<file path="src/rtl/reel_selector_if.sv">
// Pin bundle between the reel selector and its buttons/display: start/stop pulses in, digit drive and status out.
// The master drives the button pulses; the slave (the reel selector) drives the display and status.
interface reel_selector_if #(
    parameter int NUM_REELS = 6
);
    logic                 start;
    logic [NUM_REELS-1:0] stop;
    logic [NUM_REELS-1:0] digit_cath;
    logic [7:0]           digit_seg;
    logic                 busy;
    logic                 done;

    modport master (
        output start,
        output stop,
        input  digit_cath,
        input  digit_seg,
        input  busy,
        input  done
    );

    modport slave (
        input  start,
        input  stop,
        output digit_cath,
        output digit_seg,
        output busy,
        output done
    );
endinterface

</file>
<file path="src/rtl/reel_selector.sv">
// Digit reels stopped highest-index-first, then flash and hold on a scanned 7-segment display; REEL_SELECTOR_HEX_EN gives 0..F reels.
// Display and status are registered (one cycle after slot/state change); inputs are single-cycle pulses with no backpressure.
module reel_selector #(
    parameter int NUM_REELS     = 6,
    parameter int STEP_BASE     = 1250000,
    parameter int STEP_INC      = 250000,
    parameter int SCAN_DIV      = 50000,
    parameter int FLASH_DIV     = 12500000,
    parameter int FLASH_TOGGLES = 6
) (
    input  logic           clk,
    input  logic           rst,
    reel_selector_if.slave bus
);

    localparam int MAX_PER = STEP_BASE + (NUM_REELS - 1) * STEP_INC;
    localparam int SW      = $clog2(MAX_PER + 1);
    localparam int CW      = $clog2(SCAN_DIV + 1);
    localparam int FW      = $clog2(FLASH_DIV + 1);
    localparam int SLW     = $clog2(NUM_REELS);
    localparam int TW      = 4;

`ifdef REEL_SELECTOR_HEX_EN
    localparam logic [3:0] REEL_MAX = 4'hF;
`else
    localparam logic [3:0] REEL_MAX = 4'd9;
`endif

    typedef enum logic [1:0] {
        IDLE  = 2'd0,
        SPIN  = 2'd1,
        FLASH = 2'd2,
        HOLD  = 2'd3
    } state_t;

    state_t                 state;
    state_t                 state_nxt;

    logic [3:0]             reel     [NUM_REELS];
    logic [SW-1:0]          step_cnt [NUM_REELS];
    logic [NUM_REELS-1:0]   running;
    logic [NUM_REELS-1:0]   honour;

    logic [CW-1:0]          scan_cnt;
    logic [SLW-1:0]         slot;
    logic [FW-1:0]          flash_cnt;
    logic [TW-1:0]          toggle_cnt;
    logic                   flash_wrap;

    logic                   spin_entry;
    logic                   blank;
    logic [NUM_REELS-1:0]   slot_onehot;

    logic [NUM_REELS-1:0]   cath_q;
    logic [7:0]             seg_q;
    logic                   busy_q;
    logic                   done_q;

    function automatic logic [7:0] seg_decode(input logic [3:0] v);
        logic [7:0] p;
        case (v)
            4'h0:    p = 8'b1111_1100;
            4'h1:    p = 8'b0110_0000;
            4'h2:    p = 8'b1101_1010;
            4'h3:    p = 8'b1111_0010;
            4'h4:    p = 8'b0110_0110;
            4'h5:    p = 8'b1011_0110;
            4'h6:    p = 8'b1011_1110;
            4'h7:    p = 8'b1110_0000;
            4'h8:    p = 8'b1111_1110;
            4'h9:    p = 8'b1111_0110;
`ifdef REEL_SELECTOR_HEX_EN
            4'hA:    p = 8'b1110_1110;
            4'hB:    p = 8'b0011_1110;
            4'hC:    p = 8'b1001_1100;
            4'hD:    p = 8'b0111_1010;
            4'hE:    p = 8'b1001_1110;
            4'hF:    p = 8'b1000_1110;
`endif
            default: p = 8'b0000_0000;
        endcase
        return p;
    endfunction

    // Only the highest still-running reel may accept a stop, so at most one bit is set.
    always_comb begin
        honour = '0;
        if (state == SPIN) begin
            for (int i = 0; i < NUM_REELS; i++) begin
                honour[i] = bus.stop[i] && running[i] && ((running >> (i + 1)) == '0);
            end
        end
    end

    assign flash_wrap = (flash_cnt == FW'(FLASH_DIV - 1));

    always_ff @(posedge clk or negedge rst) begin
        if (!rst) begin
            state <= IDLE;
        end else begin
            state <= state_nxt;
        end
    end

    always_comb begin
        state_nxt  = state;
        spin_entry = 1'b0;
        blank      = 1'b0;
        case (state)
            IDLE: begin
                if (bus.start) begin
                    state_nxt  = SPIN;
                    spin_entry = 1'b1;
                end
            end
            SPIN: begin
                if (honour[0]) begin
                    state_nxt = FLASH;
                end
            end
            FLASH: begin
                blank = ~toggle_cnt[0];
                if (flash_wrap && (toggle_cnt == TW'(FLASH_TOGGLES - 1))) begin
                    state_nxt = HOLD;
                end
            end
            HOLD: begin
                if (bus.start) begin
                    state_nxt  = SPIN;
                    spin_entry = 1'b1;
                end
            end
            default: state_nxt = IDLE;
        endcase
    end

    // A stop honoured this cycle wins over a step that falls due in the same cycle.
    always_ff @(posedge clk or negedge rst) begin
        if (!rst) begin
            running <= '0;
            for (int i = 0; i < NUM_REELS; i++) begin
                reel[i]     <= '0;
                step_cnt[i] <= '0;
            end
        end else if (spin_entry) begin
            running <= '1;
            for (int i = 0; i < NUM_REELS; i++) begin
                reel[i]     <= '0;
                step_cnt[i] <= '0;
            end
        end else if (state == SPIN) begin
            for (int i = 0; i < NUM_REELS; i++) begin
                if (honour[i]) begin
                    running[i] <= 1'b0;
                end else if (running[i]) begin
                    if (step_cnt[i] == SW'(STEP_BASE + i * STEP_INC - 1)) begin
                        step_cnt[i] <= '0;
                        reel[i]     <= (reel[i] == REEL_MAX) ? 4'd0 : reel[i] + 4'd1;
                    end else begin
                        step_cnt[i] <= step_cnt[i] + SW'(1);
                    end
                end
            end
        end
    end

    always_ff @(posedge clk or negedge rst) begin
        if (!rst) begin
            flash_cnt  <= '0;
            toggle_cnt <= '0;
        end else if (state == SPIN && honour[0]) begin
            flash_cnt  <= '0;
            toggle_cnt <= '0;
        end else if (state == FLASH) begin
            if (flash_wrap) begin
                flash_cnt  <= '0;
                toggle_cnt <= toggle_cnt + TW'(1);
            end else begin
                flash_cnt  <= flash_cnt + FW'(1);
            end
        end
    end

    always_ff @(posedge clk or negedge rst) begin
        if (!rst) begin
            scan_cnt <= '0;
            slot     <= '0;
        end else if (scan_cnt == CW'(SCAN_DIV - 1)) begin
            scan_cnt <= '0;
            slot     <= (slot == SLW'(NUM_REELS - 1)) ? '0 : slot + SLW'(1);
        end else begin
            scan_cnt <= scan_cnt + CW'(1);
        end
    end

    assign slot_onehot = {{(NUM_REELS - 1){1'b0}}, 1'b1} << slot;

    always_ff @(posedge clk or negedge rst) begin
        if (!rst) begin
            cath_q <= '1;
            seg_q  <= '0;
            busy_q <= 1'b0;
            done_q <= 1'b0;
        end else begin
            cath_q <= blank ? '1 : ~slot_onehot;
            seg_q  <= seg_decode(reel[slot]);
            busy_q <= (state_nxt == SPIN) || (state_nxt == FLASH);
            done_q <= (state_nxt == HOLD);
        end
    end

    assign bus.digit_cath = cath_q;
    assign bus.digit_seg  = seg_q;
    assign bus.busy       = busy_q;
    assign bus.done       = done_q;

endmodule

</file>
<file path="src/flat_wrapper.sv">
// flat-port wrapper written by rule: the top's interface ports become plain ports
module reel_selector_flat 
#(
    parameter int NUM_REELS     = 6,
    parameter int STEP_BASE     = 1250000,
    parameter int STEP_INC      = 250000,
    parameter int SCAN_DIV      = 50000,
    parameter int FLASH_DIV     = 12500000,
    parameter int FLASH_TOGGLES = 6
)
  (clk, rst, bus_start, bus_stop, bus_digit_cath, bus_digit_seg, bus_busy, bus_done);
  reel_selector_if #(.NUM_REELS(NUM_REELS)) bus_i ();
  input  logic clk;
  input  logic rst;
  input wire logic [$bits(bus_i.start)-1:0] bus_start;
  input wire logic [$bits(bus_i.stop)-1:0] bus_stop;
  output wire logic [$bits(bus_i.digit_cath)-1:0] bus_digit_cath;
  output wire logic [$bits(bus_i.digit_seg)-1:0] bus_digit_seg;
  output wire logic [$bits(bus_i.busy)-1:0] bus_busy;
  output wire logic [$bits(bus_i.done)-1:0] bus_done;
  assign bus_i.start = bus_start;
  assign bus_i.stop = bus_stop;
  assign bus_digit_cath = bus_i.digit_cath;
  assign bus_digit_seg = bus_i.digit_seg;
  assign bus_busy = bus_i.busy;
  assign bus_done = bus_i.done;
  reel_selector #(.NUM_REELS(NUM_REELS), .STEP_BASE(STEP_BASE), .STEP_INC(STEP_INC), .SCAN_DIV(SCAN_DIV), .FLASH_DIV(FLASH_DIV), .FLASH_TOGGLES(FLASH_TOGGLES)) u_core (.clk(clk), .rst(rst), .bus(bus_i));
endmodule
</file>
<file path="config.mk">
export PLATFORM = sky130hd
export DESIGN_NAME = reel_selector_flat
export DESIGN_NICKNAME = d
export VERILOG_FILES = /design/src/rtl/reel_selector_if.sv /design/src/rtl/reel_selector.sv /design/src/flat_wrapper.sv
export SDC_FILE = /design/constraint.sdc
export NUM_CORES = 1
export LEC_CHECK = 0
export ABC_AREA = 1
export CAP_MARGIN = 20
export CORE_AREA = 4 4 165 167
export CTS_BUF_LIST = sky130_fd_sc_hd__clkbuf_8
export CTS_CLUSTER_DIAMETER = 120
export DETAILED_ROUTE_END_ITERATION = 10
export DIE_AREA = 0 0 169 171
export PLACE_DENSITY = 0.78
export SYNTH_ARGS = -nofsm -noshare
export SYNTH_HDL_FRONTEND = slang
export SYNTH_SLANG_ARGS = --single-unit
</file>
<file path="constraint.sdc">
create_clock -name clk -period 2.5 [get_ports clk]
set_input_delay 0.5 -clock clk [delete_from_list [all_inputs] [get_ports clk]]
set_output_delay 0.5 -clock clk [all_outputs]
set_load 0.01 [all_outputs]
</file>
* After elaboration in Yosys (flattened, before gate mapping)
Memories as Yosys holds them, arrays and structs flattened. A register that Yosys moved wholly into a read port is not among the register bits.
Index checks and enable logic that the tools add are counted.
** Word-level totals
- Memories kept :: 1
- Output and inout bits :: 16
- Bits in read-only memories :: 112
- Flip-flop bits (word level) :: 227
- Bits of input ports :: 9
- Word-level logic and storage cells :: 213
** Memories
- (name not given) :: depth 16, width 7, read ports 1, clocked after memory_dff 1, write ports 0, RTL line reel_selector.sv:61 : case (v)
** Operators by class
- Bitwise operators :: 3
- $lt $le $gt $ge :: 1
- Add/sub/neg operators :: 16
- Reduce and logical (&&, ||, !) cells :: 62
- Shifts and indexed selects :: 1
- Multiplexer cells :: 74
- Equality and inequality tests :: 28
** Operator list (count)
- $mux 22 :: 18
- $mux 132 :: 2
- $add 22x1->22 const B :: 6
- $mux 24 :: 5
- $mux 4 :: 29
- $eq 22x21->1 const B :: 4
- $eq 22x22->1 const B :: 2
- $reduce_bool 2->1 :: 21
- $logic_not 6->1 :: 5
- $add 4x1->4 const B :: 7
- $add 24x1->24 const B :: 1
- $eq 24x24->1 const B :: 1
- $eq 4x4->1 const B :: 6
- $mux 6 :: 4
- $reduce_and 4->1 :: 6
- $reduce_and 3->1 :: 6
- $add 16x1->16 const B :: 1
- $eq 16x16->1 const B :: 1
- $mux 16 :: 1
- $reduce_and 2->1 :: 7
- $logic_and 1x1->1 :: 13
- $bmux 4 s3 :: 1
- $ne 2x2->1 const B :: 6
- $mux 1 :: 9
- 17 further kinds :: 23

* Depth between registers and ports, before layout
Gate-level depths: netlist (run 1).
- Word-level depth :: 7
- Mapped depth :: 14
- Gate-level depth less buffers :: 14

* Worst setup path after synthesis (run 1)
OpenSTA, ideal clock, no wires.
- Path type :: reg-to-reg
- Start :: register u_core.slot[0]
- End :: register u_core.seg_q[4] (netlist: u_core.bus.digit_seg[4])
- Data arrival time :: 1765 ps
- Path buffers :: 0
- Required time :: 2433 ps
- Path slack :: 668 ps
- Stages on the path, launching flop included :: 13
- Period minus slack after synthesis :: 1832 ps
- Cell sequence :: dfrtp_1 -> nand2_1 -> inv_1 -> a22oi_1 -> a21oi_1 -> nor3_1 -> inv_1 -> ha_1 -> inv_1 -> nand3_1 -> nand2_1 -> nand2_1 -> nand2_1
** Between the ends
- Cells in the longest elaborated chain, start to end :: 4
** Ends and longest elaborated chain
- start, declared :: RTL line reel_selector.sv:45 : logic [SLW-1:0] slot;
- start signal, assigned :: RTL line reel_selector.sv:190 : slot <= (slot == SLW'(NUM_REELS - 1)) ? '0 : slot + SLW'(1);
- $not 3->4 (implied by the code) :: RTL line reel_selector.sv:206 : seg_q <= seg_decode(reel[slot]);
- $bmux 4 s3 :: RTL line reel_selector.sv:206
- $mux 4 (implied by the code) (2 in series) :: RTL line reel_selector.sv:206
- end, declared :: RTL line reel_selector.sv:55 : logic [7:0] seg_q;
Every way passes these cells. The select of a mux whose other input is x is not followed.
A chain may end at the register's enable or synchronous reset.

* Worst setup path after layout (run 1)
- Start :: register u_core.slot[0]
- End :: register u_core.seg_q[7] (netlist: u_core.bus.digit_seg[7])
Same word-level chain as after synthesis.

==> results of run 1 <==
-- worst max-delay path, delay by kind of cell, from the launching register on --
| family | cells | cell delay (ns) |
|---|---|---|
| compound gates | 2 | 0.34 |
| buf+inv | 3 | 0.28 |
| simple gates | 6 | 0.91 |
| flops | 1 | 0.45 |
| fa+ha+maj | 1 | 0.24 |
-- sequential cells by signal, summed over array words and instances, names as in the netlist --
name                   count
u_core.running             6
u_core.bus.digit_seg       7
u_core.flash_cnt          24
u_core.bus.digit_cath      6
u_core.bus.busy            1
u_core.bus.done            1
u_core.scan_cnt           16
u_core.state               2
u_core.toggle_cnt          4
u_core.reel               24
u_core.step_cnt          132
u_core.slot                3
-- kinds of logic after synthesis --
| kind of cell | share of synthesized area [%] |
|---|---|
| AOI/OAI and AO/OA | 6.66 |
| xor gates and xnor gates | 3.13 |
| adders and majority gates | 2.95 |
| buffers and inverters | 8.13 |
| DFF | 40.5 |
| other | 0.0268 |
| and+or+nand+nor | 38.7 |
-- per-stage QoR --
step / util, % / setup WS (ns) / hold slack [ns]
after floorplan: - / 0.668 / 0.204
after global placement: 57.2 / 0.120 / 0.446
after detailed placement: 57.2 / 0.0797 / 0.457
after CTS: 60.4 / 0.196 / 0.464
after global routing: 60.5 / 0.0143 / 0.483
final: 60.5 / 0.233 / 0.462
-- routing by layer --
metal | up-vias | routed length (µm)
li1 | 6564 | -
met1 | 6016 | 14700
met2 | 358 | 15500
met3 | 77 | 1620
met4 | 0 | 771
met5 | - | 0
-- final timing paths --
| path | startpoint | end | slack [ns] | cells after the start |
|---|---|---|---|---|
| min | u_core.scan_cnt[0] | u_core.scan_cnt[0] | 0.46 | 1 |
| min reg2reg | u_core.scan_cnt[0] | u_core.scan_cnt[0] | 0.46 | 1 |
| max | u_core.slot[0] | u_core.bus.digit_seg[7] | 0.23 | 12 |
| max in group asynchronous | rst | u_core.step_cnt[18] | 1.24 | 3 |
| max reg2reg | u_core.slot[0] | u_core.bus.digit_seg[7] | 0.23 | 12 |
| min in group asynchronous | rst | u_core.flash_cnt[8] | 0.52 | 2 |
-- power breakdown --
part           internal, W  leakage [nW]  switching [W]
Clock              0.00195         0.472        0.00158
Sequential         0.00366          2.74              0
Combinational    0.0000261          4.39      0.0000829
-- layout make-up --
cell class	instances	area, µm²	share of cell area, %
repair buffers	53	551	3.53
inverters	240	906	5.82
multi-input cells	1495	7210	46.3
flip-flops and latches	226	5660	36.4
clock inverters	22	126	0.811
clock buffers	51	702	4.51
well taps	335	419	2.69
-- what timing repair did --
action / CTS / global route
hold endpoints to repair: 63 / 0
hold buffers: 1 / 0
endpoints found under the setup margin: 0 / 2
resized for setup: 0 / 1
-- Yosys cell counts, types with 28 or more instances --
| library cell | number |
|---|---|
| a21oi_1 | 28 |
| nor3_1 | 46 |
| xor2_1 | 42 |
| nand4_1 | 85 |
| dfrtp_1 | 220 |
| ha_1 | 33 |
| nor2_1 | 293 |
| inv_1 | 232 |
| o21ai_0 | 90 |
| nand3_1 | 193 |
| nand2_1 | 565 |
==> key figures, run 1 <==
Layout
  – Final #Nets: 2,099
  – Most frequent cells in the layout: nand2_1 (565), nor2_1 (293), inv_1 (241)
  – Commonest non-fill, non-tap cell in the layout: nand2_1
  – Layout Cell Area excl Fill: 15,600 µm²
  – Fillers: 2,325
  – # diodes: 0
  – Area Growth Syn to Fin: 11.3%
  – Share of layout cells above drive strength 1: 7.67%
  – Non-filler cells, final: 2,422

Timing
  – Worst-Margin Slew: 0.624 ns
  – Slew Viols, Final: 0
  – RSZ-0062 raised after global routing: no
  – Hold Vio Cnt, Final: 0
  – Setup TNS: 0 ns
  – Relative slew slack: 58.1%
  – Min Clock Period, post-route: 2.27 ns
  – Final Skew: 0.0197 ns
  – Max Freq: 441 MHz
  – Final worst path period share: 90.7%
  – # setup viols final: 0

Critical path
  – CP required: 2.98 ns
  – WP data arrival: 2.75 ns
  – Setup CP Type: reg -> reg
  – Max stage delay cell, worst path: nor3_1
  – Crit-path max cell delay: 0.50 ns
  – CP Cell Sequence: nand2_1 > inv_1 > a22oi_1 > a21oi_1 > nor3_1 > inv_1 > ha_1 > inv_1 > nand3_1 > nand2_1 > nand2_1 > nand2_1
  – Cell mode on critical path: nand2_1
  – Crit path launch type: flop
  – Crit. End Element: flop
  – CP max FO: 5

Drt
  – Overall via count from detail_route: 13,015
  – DRC Markers: 0
  – Via density: 5.37
  – Router iterations before antenna repair: 5
  – Starting DRT DRC Count: 1,143
  – Routed wire length: 32,600 µm
  – Antenna-violating nets left: 0
  – Routed len/inst: 13.4 µm

Power and ir drop
  – Max VDD drop: 702 µV
  – P_leak: 7.61 nW
  – Power Dens Cells: 469 nW/µm²
  – Power, Total: 0.00730 W

Logic synthesis
  – Synth top area share: 39.3%
  – Flops & latches, synth: 226
  – Post-Syn Nets: 2,040
  – Post-synth EDFFs: 0
  – Yosys warning total: 0
  – Mapped Area: 14,000 µm²
  – Async set-reset flop share out of synthesis: 100%
  – Syn Area/Cell: 7.01 µm²
  – Synth unique cells: 50
  – Top_reg_cell synth: dfrtp_1
  – Synth area leader: dfrtp_1
  – Area contributors post-synth: dfrtp_1 (39%), nand2_1 (15%), nor2_1 (7.9%)
  – Post-synthesis sequential area ratio: 40.5%
  – Cells after Synth: 1,998

GRT
  – Met1 Use GR: 30.3%
  – GR peak layer: met2
  – Initial antenna violation count: 0
  – Tot GR Track Use: 22.8%
  – Gr ovfl total: 0
  – Largest net degree at the start of global routing: 71
  – Vias in the first global route: 12,425
  – First-pass GRT wire length: 56,400 µm
  – Routing usage on met3: 3.19%
  – Met2 Usage GRT: 38.9%

Clock tree
  – Post-CTS Setup Bufs: 0
  – Clk root buf: clkbuf_8
  – Worst-Skew Late Latency: 0.54 ns
  – CTS tree: done
  – CTS H-tree lvls: 2
  – CTS sink count: 226
  – Clock slew at reported path FFs: 0.06 ns
  – Clock Tree Buf Depth: 3
  – CTS buffer count: 41

Placement
  – Placed cells: 2,348
  – Detailed placement HPWL: 23,300 µm
  – GP Congestion: 0.976
  – Area after DPL: 14,700 µm²
  – PortBufs: 23

Floorplan
  – Core box area: 25,800 µm²
  – Die Y: 171 µm
  – Die Footprint: 28,900 µm²
  – Starting density of the core: 54.3%
  – Core Rows: 59
  – Die span in x: 169 µm
  – I/O Pins: 25

Outcome
  – Status: finished, final reports clean

Run
  – Max-Cap Viols: 0

Worst hold path
  – Min-Delay Path Class: reg -> reg
Power figures use the tool's default switching activity.
==> run 2: changes to the inputs <==
--- a/config.mk
+++ b/config.mk
@@ -12,6 +12,7 @@
 export CTS_CLUSTER_DIAMETER = 120
 export DETAILED_ROUTE_END_ITERATION = 10
 export DIE_AREA = 0 0 169 171
+export MAX_ROUTING_LAYER = met4
 export PLACE_DENSITY = 0.78
 export SYNTH_ARGS = -nofsm -noshare
 export SYNTH_HDL_FRONTEND = slang
==> key figures, run 2 (synthesis results as in run 1) <==
Outcome
  – Status: finished, final reports clean

Placement
  – PortBufs: 23
  – Detailed placement HPWL: 23,500 µm
  – GP Congestion: 0.960
  – Placed cells: 2,346
  – Place WS: 0.132 ns
  – Area after DPL: 14,700 µm²

Timing
  – RSZ-0062 raised after global routing: no
  – Final worst path period share: 90.8%
  – Final Skew: 0.0304 ns
  – Slew Viols, Final: 0
  – Max Freq: 440 MHz
  – Worst-Margin Slew: 0.615 ns
  – Min Clock Period, post-route: 2.27 ns
  – Relative slew slack: 58.7%
  – Setup ws final: 0.229 ns
  – # setup viols final: 0
  – Hold Vio Cnt, Final: 0
  – Setup TNS: 0 ns

Drt
  – Routed len/inst: 13.4 µm
  – Starting DRT DRC Count: 1,223
  – Via density: 5.42
  – Routed wire length: 32,600 µm
  – Antenna-violating nets left: 0
  – Overall via count from detail_route: 13,145
  – Router iterations before antenna repair: 6
  – DRC Markers: 0

Worst hold path
  – Min-Delay Path Class: reg -> reg
  – Hold path cells: 1

Run
  – Max-Cap Viols: 0

Clock tree
  – CTS H-tree lvls: 2
  – CTS sink count: 226
  – CTS buffer count: 43
  – Clk root buf: clkbuf_8
  – Worst-Skew Late Latency: 0.56 ns
  – Clock Tree Buf Depth: 3
  – Clock slew at reported path FFs: 0.06 ns
  – Post-CTS Setup Bufs: 0
  – Post_cts resized: 0
  – CTS tree: done

GRT
  – Vias in the first global route: 12,708
  – Tot GR Track Use: 23.6%
  – Gr ovfl total: 0
  – Largest net degree at the start of global routing: 72
  – First-pass GRT wire length: 57,100 µm
  – Initial antenna violation count: 0

Layout
  – Top reg by flops: u_core.step_cnt
  – Most frequent cells in the layout: nand2_1 (565), nor2_1 (293), inv_1 (245)
  – Area Growth Syn to Fin: 11.7%
  – Non-filler cells, final: 2,427
  – # diodes: 0
  – Layout Cell Area excl Fill: 15,600 µm²
  – Max reg flops: 132
  – Final #Nets: 2,099
  – Share of layout cells above drive strength 1: 7.65%
  – Commonest non-fill, non-tap cell in the layout: nand2_1
  – Top flop regs: u_core.step_cnt: 132 flops, u_core.flash_cnt: 24 flops, u_core.reel: 24 flops

Floorplan
  – Starting density of the core: 54.3%
  – Core box area: 25,800 µm²
  – Core Rows: 59
  – Die span in x: 169 µm
  – I/O Pins: 25
  – Die Y: 171 µm
  – Die Footprint: 28,900 µm²

Power and ir drop
  – P_leak: 7.64 nW
  – Power, Total: 0.00750 W
  – Power Dens Cells: 480 nW/µm²
  – Max VDD drop: 327 µV

Critical path
  – Max stage delay cell, worst path: o21ai_1
  – Crit path launch type: flop
  – Crit-path max cell delay: 0.41 ns
  – CP bufs+invs: 2
  – CP max FO: 5
  – Critical path depth in cells: 9
  – CP Cell Sequence: inv_1 > ha_1 > inv_1 > o21ai_1 > nand3_1 > nor2_1 > nand3_1 > nand2_1 > nor2_1
  – Setup CP Type: reg -> reg
  – R2R depth: 9
  – CP required: 2.93 ns
  – R2r setup slk: 0.23 ns
  – WP data arrival: 2.70 ns
  – Crit. End Element: flop
  – Worst path top cell family by delay: simple AND/OR/NAND/NOR gates
==> run 2: worst paths after layout <==
check                              startpoint                       end
max in group asynchronous                 rst  u_core.bus.digit_cath[4]
min                        u_core.scan_cnt[0]        u_core.scan_cnt[0]
min in group asynchronous                 rst       u_core.flash_cnt[5]
max                           u_core.state[1]       u_core.step_cnt[17]
max reg2reg                   u_core.state[1]       u_core.step_cnt[17]
min reg2reg                u_core.scan_cnt[0]        u_core.scan_cnt[0]
==> run 2: cell type report <==
type | instances | area (µm²)
inverter | 240 | 906
fill | 2337 | 10100
multi-input combinational | 1495 | 7210
clock buffer | 56 | 771
tap | 335 | 419
timing repair buffer | 51 | 536
clock inverter | 24 | 138
sequential | 226 | 5660
==> run 2: layer usage <==
metal  vias up  track usage (%)  share of wire [%]
met3        83             3.05                4.6
met4         0             7.60                2.6
met2       351             39.4                 47
li1       6566                -                  -
met1      6145             30.1                 46
met5         -                -                  0
==> run 2: through the flow <==
| stage | util (%) | hold WS (ns) |
|---|---|---|
| after floorplan | - | 0.204 |
| after detailed placement | 57.1 | 0.456 |
| after CTS | 60.7 | 0.463 |
| after global routing | 60.7 | 0.503 |
| final | 60.7 | 0.463 |
| after global placement | 57.1 | 0.446 |
==> run 2: report_power, final <==
group / switching [W] / internal, W
Clock: 0.00161 / 0.00212
Combinational: 0.0000821 / 0.0000263
Sequential: 0 / 0.00366
==> run 2: timing repair <==
item / 4_1_cts / 5_1_grt
endpoints found under the setup margin: 0 / 0
endpoints found under the hold margin: 66 / 0
hold buffers: 1 / 0
==> RTL change (settings of run 1) <==
`NUM_REELS` is set to 6 in 3 places; all go to 3.
--- a/src/rtl/reel_selector_if.sv
+++ b/src/rtl/reel_selector_if.sv
@@ -1,7 +1,7 @@
 // Pin bundle between the reel selector and its buttons/display: start/stop pulses in, digit drive and status out.
 // The master drives the button pulses; the slave (the reel selector) drives the display and status.
 interface reel_selector_if #(
-    parameter int NUM_REELS = 6
+    parameter int NUM_REELS = 3
 );
     logic                 start;
     logic [NUM_REELS-1:0] stop;
--- a/src/rtl/reel_selector.sv
+++ b/src/rtl/reel_selector.sv
@@ -1,7 +1,7 @@
 // Digit reels stopped highest-index-first, then flash and hold on a scanned 7-segment display; REEL_SELECTOR_HEX_EN gives 0..F reels.
 // Display and status are registered (one cycle after slot/state change); inputs are single-cycle pulses with no backpressure.
 module reel_selector #(
-    parameter int NUM_REELS     = 6,
+    parameter int NUM_REELS     = 3,
     parameter int STEP_BASE     = 1250000,
     parameter int STEP_INC      = 250000,
     parameter int SCAN_DIV      = 50000,
--- a/src/flat_wrapper.sv
+++ b/src/flat_wrapper.sv
@@ -1,7 +1,7 @@
 // flat-port wrapper written by rule: the top's interface ports become plain ports
 module reel_selector_flat 
 #(
-    parameter int NUM_REELS     = 6,
+    parameter int NUM_REELS     = 3,
     parameter int STEP_BASE     = 1250000,
     parameter int STEP_INC      = 250000,
     parameter int SCAN_DIV      = 50000,
Interface: changed (resized bus_digit_cath and bus_stop); port bits go from 25 to 19. The function was not compared with the original's and may differ.
==> RTL change against run 1 <==
Wire length is 45% lower; setup slack improved by 0.16 ns; largest power group unchanged; critical endpoint is now u_core.bus.busy$_DFF_PN0_; sequential cell count is 88 lower; area after synthesis is 41% lower; clock skew fell by 0.0092 ns; synthesized cell count is 43% lower; critical path type unchanged; largest cell class unchanged; cell area down 40%; power fell by 39%; non-clock buffer count shrank 21.
==> RTL change: results (changes against run 1) <==
[status]
status = completed

[worst_setup_path]
reg2reg_slack_ns = 0.40  ; +0.16 ns
arrival_ns = 2.45  ; -0.30 ns
reg2reg_depth = 8  ; -4
path_max_fanout = 12  ; +7
timing.rr.start = u_core.state[0]$_DFF_PN0_
cp_slowest_cell = dfrtp_1
cpLargestDelayFamily = adder cells
slowest_delay_ns = 0.42  ; -0.08 ns
timing.rr.end = u_core.bus.busy$_DFF_PN0_

[synthesis]
synth-compound-area-share_pct = 7.56  ; +0.90 points
synth_commonest_cells = 312 x nand2_1, 187 x nor2_1, 135 x dfrtp_1
synth.distinct_cells = 45  ; -10%
synth-adder-area-share_pct = 3.47  ; +0.52 points
synth-xor-area-share_pct = 3.27  ; +0.15 points
synth.mux.area_fraction_pct = 0  ; unchanged
synth.area.top_cells = dfrtp_1 41%, nand2_1 14%, nor2_1 8.5%, inv_1 6.0%, nand3_1 5.4%
syn_nets = 1174  ; -42%
seq_area_frac_synth_pct = 41.7  ; +1.2 points
syn_inst = 1145  ; -43%
ys_warn_count = 0  ; unchanged

[global_routing]
grt_max_degree = 55  ; -23%
grt_usage_pct = 12.8  ; -10 points
grtUsageMet2_pct = 21.8  ; -17 points
met3_usage_pct = 2.22  ; -0.97 points
grt_pass1_wl_mm = 31.4  ; -44%
grt_use_met1_pct = 16.1  ; -14 points
grt_antenna_before_repair = 1  ; +1
grt_pass1_vias = 6970  ; -44%

[layout]
layout.cells.non_filler = 1524  ; -37%
largestRegisters = u_core.step_cnt (63), u_core.flash_cnt (24), u_core.scan_cnt (16)
drive_gt1_share_pct = 7.49  ; -0.18 points

[worst_hold_path]
hold_depth = 1  ; unchanged

[place]
postPlaceCellArea_um2 = 8850  ; -40%
dp_hpwl_mm = 13.2  ; -43%
gp_congestion = 0.884  ; -9.4%
placement.io_buffers = 17  ; -26%

[route]
first_iter_violations = 599  ; -48%
drt-met1-wl_mm = 8.25  ; -44%
routed.top_layer = met5
wl_met3_um = 728  ; -55%
met2_length_mm = 8.55  ; -45%
vias = 7411  ; -43%
wirelength_mm = 18.0  ; -45%

[timing]
slew_headroom_pct = 66.5  ; +8.4 points
clock_skew_ns = 0.0104  ; -0.00924 ns

[clock_tree]
path_clk_slew_ns = 0.08  ; +0.02 ns
numCtsBuffers = 17  ; -59%
clk_latency_ns = 0.45  ; -0.09 ns
cts_buffer_depth = 2  ; -1
cts_max_level = 4  ; +2

[power_and_ir_drop]
p_leak_nw = 4.41  ; -42%
internal_power_mw = 3.46  ; -38%
ir_worst_vdd_mv = 0.313  ; -55%

[RTL change: what timing repair did]
action	4_1_cts	5_1_grt
setup buffers	0	0
hold buffers	1	0
gates resized for setup	0	0
endpoints found under the hold margin	18	0
[RTL change: layout make-up]
class | count | area (um^2)
Clock buffer | 18 | 248
Fill cell | 2610 | 16400
Clock inverter | 14 | 218
Multi-Input combinational cell | 851 | 4180
Inverter | 136 | 510
Tap cell | 335 | 419
Timing Repair Buffer | 32 | 299
Sequential cell | 138 | 3460
[RTL change: through the flow]
stage                     setup WS [ns]  hold WS, ns
after global placement            0.229        0.456
after global routing              0.215        0.492
after detailed placement          0.159        0.457
after CTS                         0.395        0.467
final                             0.395        0.460
after floorplan                   0.789        0.204
[RTL change: power by group through the flow]
stage	logic [mW]	clock network (mW)	registers [mW]
2_1_floorplan	0.00372	0	2.28
3_3_place_gp	0.0642	0	2.27
3_5_place_dp	0.0655	0	2.27
4_1_cts	0.0669	2.18	2.23
5_1_grt	0.0740	2.28	2.23
6_report	0.0624	2.13	2.23
